$ cat config.mk
export PLATFORM = sky130hd
export DESIGN_NAME = tvp5147_init_sequencer
export DESIGN_NICKNAME = d
export VERILOG_FILES = /design/src/rtl/tvp5147_init_sequencer.sv
export SDC_FILE = /design/constraint.sdc
export NUM_CORES = 1
export LEC_CHECK = 0
export ABC_AREA = 1
export ABC_CLOCK_PERIOD_IN_PS = 3850
export CAP_MARGIN = 20
export CORE_ASPECT_RATIO = 1.2
export CORE_UTILIZATION = 45
export CTS_CLUSTER_DIAMETER = 100
export DETAILED_ROUTE_END_ITERATION = 8
export DONT_BUFFER_PORTS = 1
export SYNTH_ARGS = -nofsm -noshare
export SYNTH_HDL_FRONTEND = slang
export SYNTH_SLANG_ARGS = --single-unit
$ cat constraint.sdc
create_clock -name clk -period 3.85 [get_ports clk]
set_input_delay 0.5775 -clock clk [delete_from_list [all_inputs] [get_ports clk]]
set_output_delay 0.5775 -clock clk [all_outputs]
set_load 0.01 [all_outputs]
$ cat src/rtl/tvp5147_init_sequencer.sv
// tvp5147_init_sequencer: power-up delay, then streams the register table to an I2C master.
// Define TVP_INIT_READBACK_EN to read back each register after writing it, with up to 2 retries.
module tvp5147_init_sequencer #(
    parameter logic [7:0] SLAVE_ADDR = 8'hB8,
    parameter int NUM_REGS = 4,
    parameter int PWR_DELAY = 1000,
    parameter int TIMEOUT = 4096
) (
    input  logic       clk,
    input  logic       rst,
    input  logic       go,
    input  logic       i2c_busy,
    input  logic [7:0] i2c_data_out,
    output logic       i2c_start,
    output logic       i2c_rw,
    output logic [7:0] i2c_slave_addr,
    output logic [7:0] i2c_sub_addr,
    output logic [7:0] i2c_data_in,
    output logic       cfg_busy,
    output logic       init_done,
    output logic       init_error,
    output logic [2:0] cur_index
);
    localparam logic [15:0] TABLE [8] = '{16'h0369, 16'h0D47, 16'h0000, 16'h0200,
                                          16'h0000, 16'h0000, 16'h0000, 16'h0000};

    typedef enum logic [3:0] {IDLE, PWR_WAIT, ISSUE, WAIT_BUSY_HI, WAIT_BUSY_LO, CHECK, NEXT, DONE, ERROR} state_t;

    state_t      state_q, state_d;
    logic [31:0] cnt_q, cnt_d;
    logic [2:0]  idx_q, idx_d;
    logic [1:0]  retry_q, retry_d;
    logic        start_q, start_d, rw_q, rw_d;
    logic        busy_q, busy_d, done_q, done_d, err_q, err_d;
    logic [7:0]  sub_q, sub_d, data_q, data_d;
    logic [15:0] entry;
    logic        timed_out;

    assign entry = TABLE[idx_q];
    assign timed_out = cnt_q == 32'(TIMEOUT - 1);

`ifndef TVP_INIT_READBACK_EN
    logic unused_data;
    assign unused_data = ^i2c_data_out;
`endif

    always_comb begin
        state_d = state_q;
        cnt_d = '0;
        idx_d = idx_q;
        retry_d = retry_q;
        start_d = 1'b0;
        rw_d = rw_q;
        sub_d = sub_q;
        data_d = data_q;
        case (state_q)
            IDLE, DONE, ERROR: if (go) begin
                state_d = PWR_WAIT;
                idx_d = '0;
                retry_d = '0;
                rw_d = 1'b0;
            end
            PWR_WAIT: begin
                cnt_d = cnt_q + 32'd1;
                if (cnt_q == 32'(PWR_DELAY - 1)) begin
                    state_d = ISSUE;
                    cnt_d = '0;
                end
            end
            ISSUE: if (!i2c_busy) begin
                start_d = 1'b1;
                sub_d = entry[15:8];
                data_d = entry[7:0];
                state_d = WAIT_BUSY_HI;
            end
            // busy seen while start is still out predates this transfer
            WAIT_BUSY_HI: begin
                cnt_d = cnt_q + 32'd1;
                if (i2c_busy && !start_q) begin
                    state_d = WAIT_BUSY_LO;
                    cnt_d = '0;
                end else if (timed_out) state_d = ERROR;
            end
            WAIT_BUSY_LO: begin
                cnt_d = cnt_q + 32'd1;
                if (!i2c_busy) begin
                    cnt_d = '0;
`ifdef TVP_INIT_READBACK_EN
                    state_d = rw_q ? CHECK : ISSUE;
                    rw_d = !rw_q;
`else
                    state_d = NEXT;
`endif
                end else if (timed_out) state_d = ERROR;
            end
`ifdef TVP_INIT_READBACK_EN
            CHECK: if (i2c_data_out == data_q) state_d = NEXT;
                   else if (retry_q == 2'd2) state_d = ERROR;
                   else begin
                       retry_d = retry_q + 2'd1;
                       state_d = ISSUE;
                   end
`endif
            NEXT: begin
                retry_d = '0;
                if (idx_q == 3'(NUM_REGS - 1)) state_d = DONE;
                else begin
                    idx_d = idx_q + 3'd1;
                    state_d = ISSUE;
                end
            end
            default: state_d = IDLE;
        endcase
        busy_d = !(state_d == IDLE || state_d == DONE || state_d == ERROR);
        done_d = state_d == DONE;
        err_d = state_d == ERROR;
    end

    always_ff @(posedge clk) begin
        if (rst) begin
            state_q <= IDLE;
            cnt_q <= '0;
            idx_q <= '0;
            retry_q <= '0;
            start_q <= 1'b0;
            rw_q <= 1'b0;
            sub_q <= '0;
            data_q <= '0;
            busy_q <= 1'b0;
            done_q <= 1'b0;
            err_q <= 1'b0;
        end else begin
            state_q <= state_d;
            cnt_q <= cnt_d;
            idx_q <= idx_d;
            retry_q <= retry_d;
            start_q <= start_d;
            rw_q <= rw_d;
            sub_q <= sub_d;
            data_q <= data_d;
            busy_q <= busy_d;
            done_q <= done_d;
            err_q <= err_d;
        end
    end

    assign i2c_start = start_q;
    assign i2c_rw = rw_q;
    assign i2c_slave_addr = SLAVE_ADDR;
    assign i2c_sub_addr = sub_q;
    assign i2c_data_in = data_q;
    assign cfg_busy = busy_q;
    assign init_done = done_q;
    assign init_error = err_q;
    assign cur_index = idx_q;
endmodule
**Word level (Yosys, flattened, before mapping)**

Memories as Yosys holds them, arrays and structs flattened. A register that Yosys moved wholly into a read port is not among the register bits.
Index checks and enable logic that the tools add are counted.

- Muxes and demuxes: 16
- Eq/ne operators: 14
- Reductions and logical operators: 12
- Bitwise gates (word level): 3
- Add/subtract/negate cells: 2

Operator list:

| operator | number |
|---|---|
| $mux 32 | 3 |
| $pmux 32 s3 | 1 |
| $add 32x1->32 const B | 1 |
| $eq 32x10->1 const B | 1 |
| $eq 32x12->1 const B | 1 |
| $mux 4 | 6 |
| $pmux 4 s6 | 1 |
| $eq 4x3->1 const B | 4 |
| $mux 3 | 3 |
| $eq 4x2->1 const B | 2 |
| $eq 4x4->1 const B | 2 |
| $logic_not 4->1 | 2 |
| $pmux 3 s2 | 1 |
| $eq 4x1->1 const B | 1 |
| $ne 2x2->1 const B | 2 |
| $not 3->4 | 1 |
| $add 3x1->3 const B | 1 |
| $eq 3x2->1 const B | 1 |
| $reduce_and 3->1 | 1 |
| $reduce_or 3->1 | 1 |
| $logic_not 1->1 | 2 |
| $logic_or 1x1->1 | 2 |
| $not 1->1 | 2 |
| $reduce_and 2->1 | 1 |
| 4 further kinds | 4 |

- Register bits after elaboration: 43
- Memories kept: 1
- Bits in read-only memories: 128
- Word-level logic and storage cells: 55
- Output and inout port bits: 32

Memories:

| memory | words | bits a word | read ports | clocked after Yosys merged registers in | wr ports | line | text |
|---|---|---|---|---|---|---|---|
| (name not given) | 8 | 16 | 1 | 1 | 0 | 39 | `assign entry = TABLE[idx_q];` |

**Longest topological paths before layout**

- Depth in word-level cells: 8
- Depth in mapped cells: 11

**Least setup slack after synthesis**

Ideal clock, no wire load.

- Path type: register -> register
- Start point: reg cnt_q[0]
- End point: reg cnt_q[30]
- Buffers on the path: 0
- Arrival: 1.415 ns
- Stages on the path, launching flop included: 11
- Period minus slack after synthesis: 1.530 ns
- Data required time: 3.735 ns
- Slack: 2.320 ns
- Cell sequence: dfxtp_1 > ha_1 > nand2_2 > nor2_4 > nand2_2 > nor2_4 > nand3_2 > nor3_2 > nand2_1 > xor2_1 > nor2_2

- Word-level cells in the longest chain between the ends: 3
- Elaborated cells on any way between the ends: 6
- Classes of those cells: add/sub (1); eq/ne (1); mux (4)

Ends and longest elaborated chain:

| item | line | text |
|---|---|---|
| from (decl) | 30 | `logic [31:0] cnt_q, cnt_d;` |
| from (signal assigned) | 134 | `cnt_q <= cnt_d;` |
| $add 32x1->32 or $eq 32x10->1 (tied branches) | - |  |
| $mux 32, on equally long branches | 86, 65, 79 |  |
| $pmux 32 s3 (*) | 56 | `case (state_q)` |

Mark *: on every way between the ends. The rest lies on a longest branch, timed or not.
A chain may end at the register's enable or synchronous reset.

**Worst setup path after layout**

- Start point: reg cnt_q[0]
- End point: reg cnt_q[20]

The elaborated chain is that of the path after synthesis.

==> metrics <==
largest net degree at the start of global routing=31; minimum clock period=1970 ps; GRT overflow=0; vias in the first global route=2062; CP max FO=30; CTS tree=yes; Boundary Pins=44; CP Launch Point=cnt_q[0]$_SDFF_PP0_; Final HPWL DP=3930 microns; status=completed; clock skew=6.75 ps; CP arrival=around 2100 ps; PortBufs=0; Site Rows=30; area of the mapped netlist=approximately 2700 sq um; H-tree Lvls=2; top cells by area, synth=dfxtp_1, nand2_1, nor2_1; fillers=about 620; layout cells sized above 1=9.04%; Rel. slew slack=around three fifths; YS warnings=0; leakage power=1.08 nW; worst hold path class=in -> reg; n_diodes=0; Max Cap Viol=0; Vias=2172; Crit path required time=about 4000 ps; TritonRoute pass-1 iters=4; FF/Latch Area=941 sq um; worst slew pin tran=between 600 and 700 ps; Core Area=5710 sq um; slowest stage delay, CP=470 ps; Pwr Density=just over 300 nW/um^2; Final ANT Viol Nets=0; Synth Area per Inst=7.05 sq um; WL final=around 5100 microns; Synth area leader=dfxtp_1; P&R area growth vs syn=2.24%; CTS Root Cell=clkbuf_8; Synth Instances=380; area of the multi-input gates=1380 sq um; Worst setup EP type=flip-flop; DR iter-0 viols=97; Hold Path Origin=rst; worst skew pair latency=approximately 300 ps; Setup-failing EPs final=0; crit path kind=reg -> reg; DRC violations left=0; fmax=508 MHz; RSZ-0062 raised after global routing=false; Startpoint Class=flip-flop; Clock Tree Buf Depth=2; number of setup buffers added after CTS=0; DIE AREA=6270 sq um; Die Wd=72.5 microns; final hold vios=0; worst vdd rail ir drop=0.305 mV; post-CTS sizing=0; drt wl/cell=11.1 microns; Die Height=86.5 microns; vias per inst=4.76; clock sink total=47; CTS Hold Buffers Added=0; Max Transition Viols Final=0; synth unique cells=32; initial antenna violation count=0; crit-path cells=ha_1, nand2_2, nor2_1, nand2_1, nor2_1, nand2_1, nand2_1, nand2_2, nand2_2, nor2_1; Layout Nets=392; Clk pin slew, worst setup/hold paths=90 ps; Seq/Total Area, Yosys=35.1%; initial core utilization=47.0%; Fin Setup TNS=0 ps; GP Congestion=0.817; GRT Overall Usage=approximately 18%; first-pass GRT wire length=8740 microns; final cycle utilization of the critical path=51.1%; post-synth top area share=35.1%; worst flop-to-flop path startpoint=cnt_q[0]$_SDFF_PP0_; Inserted Clock Buffers=5; Critical Path Slowest Stage Cell=nand2_2; post-layout util=between 40% and 50%; synthesis-stage register bit count=47
==> placed cells by master, fill, tap and decap left out, types with 2 or more instances in the layout <==
cell       n
o31ai_1    2
a21oi_1    8
nand2_1   69
inv_1     53
nor3_2     2
nand2_2    5
inv_2      5
nand4_1    9
nand3_1   16
nor3_1    20
nor2_2     3
nor4_1     3
conb_1    15
ha_1       5
nor2_4     4
dfxtp_1   47
clkbuf_8   6
o21ai_0    2
xor2_1    22
a211oi_1   6
nor2_1    63
==> routing by layer <==
layer | routed length (microns) | share of wire, % | global-route usage, %
met1 | 2290 | 45 | 20.4
met2 | 2540 | 50 | 31.6
met3 | 209 | 4.1 | 4.65
met4 | 40 | 0.79 | 5.70
met5 | 0 | 0 | 0
==> area by class of cell <==
type	instances	area share [%]
sequential	47	34.3
multi-input combinational	263	50.5
clock inverter	2	0.594
inverter	58	7.95
clock buffer	6	3.01
tap	80	3.65
==> stage by stage <==
stage	cell area (sq um)	hold WS (ps)	total power, mW	instances	worst slack (ps)
2_1_floorplan	2730	417	0.554	393	2320
3_3_place_gp	2640	432	0.547	448	1830
3_5_place_dp	2640	442	0.547	448	1840
4_1_cts	2740	320	0.863	456	1840
5_1_grt	2740	307	0.892	456	1650
6_report	2740	329	0.853	456	1880
==> power breakdown <==
group          total, mW  internal (mW)  switching [mW]
sequential         0.496          0.490         0.00537
combinational     0.0397         0.0103          0.0295
clock              0.318          0.147           0.171
==> worst paths after layout <==
path,to,slack [ps],cells past startpoint
max,cnt_q[20]$_SDFF_PP0_,1880,10
min,init_done$_SDFF_PP0_,330,1
max reg2reg,cnt_q[20]$_SDFF_PP0_,1880,10
min reg2reg,cnt_q[0]$_SDFF_PP0_,460,1
==> logic make-up (layout without fill, tap and decap cells) <==
group                      after synthesis  count (layout)  synth area share [%]
other                                    2              15                 0.280
DFF                                     47              47                  35.1
xor gates and xnor gates                22              22                  7.19
AOI/OAI and AO/OA                       21              21                  5.28
buffers and inverters                   83              66                  15.1
adders and majority gates                5               5                  2.33
and+or+nand+nor                        200             200                  34.7
==> synth_stat cells, drive strengths merged <==
cell type and count:
buf 24, nor3 23, o21ai 2, xor2 22
ha 5, clkbuf 1, and2 1, a211oi 6
inv 58, or2 1, nor4 3, nand2 74
nand3 17, o21bai 1, a21oi 8, o31ai 2
dfxtp 47, conb 2, nor2 70, nand4 10
a22oi 2, nor3b 1
==> flip-flops by register name, indices dropped and copies added, names as in the netlist, 3 cells and up <==
signal,cells
cnt_q,32
state_q,4
cur_index,3
i2c_sub_addr,3
==> critical path, delay by kind of cell (launching register included) <==
family	cells	cell delay, ps
and+or+nand+nor	9	1270
DFF	1	360
adders and majority gates	1	190
Note: power is estimated with default switching activity, not from simulation.
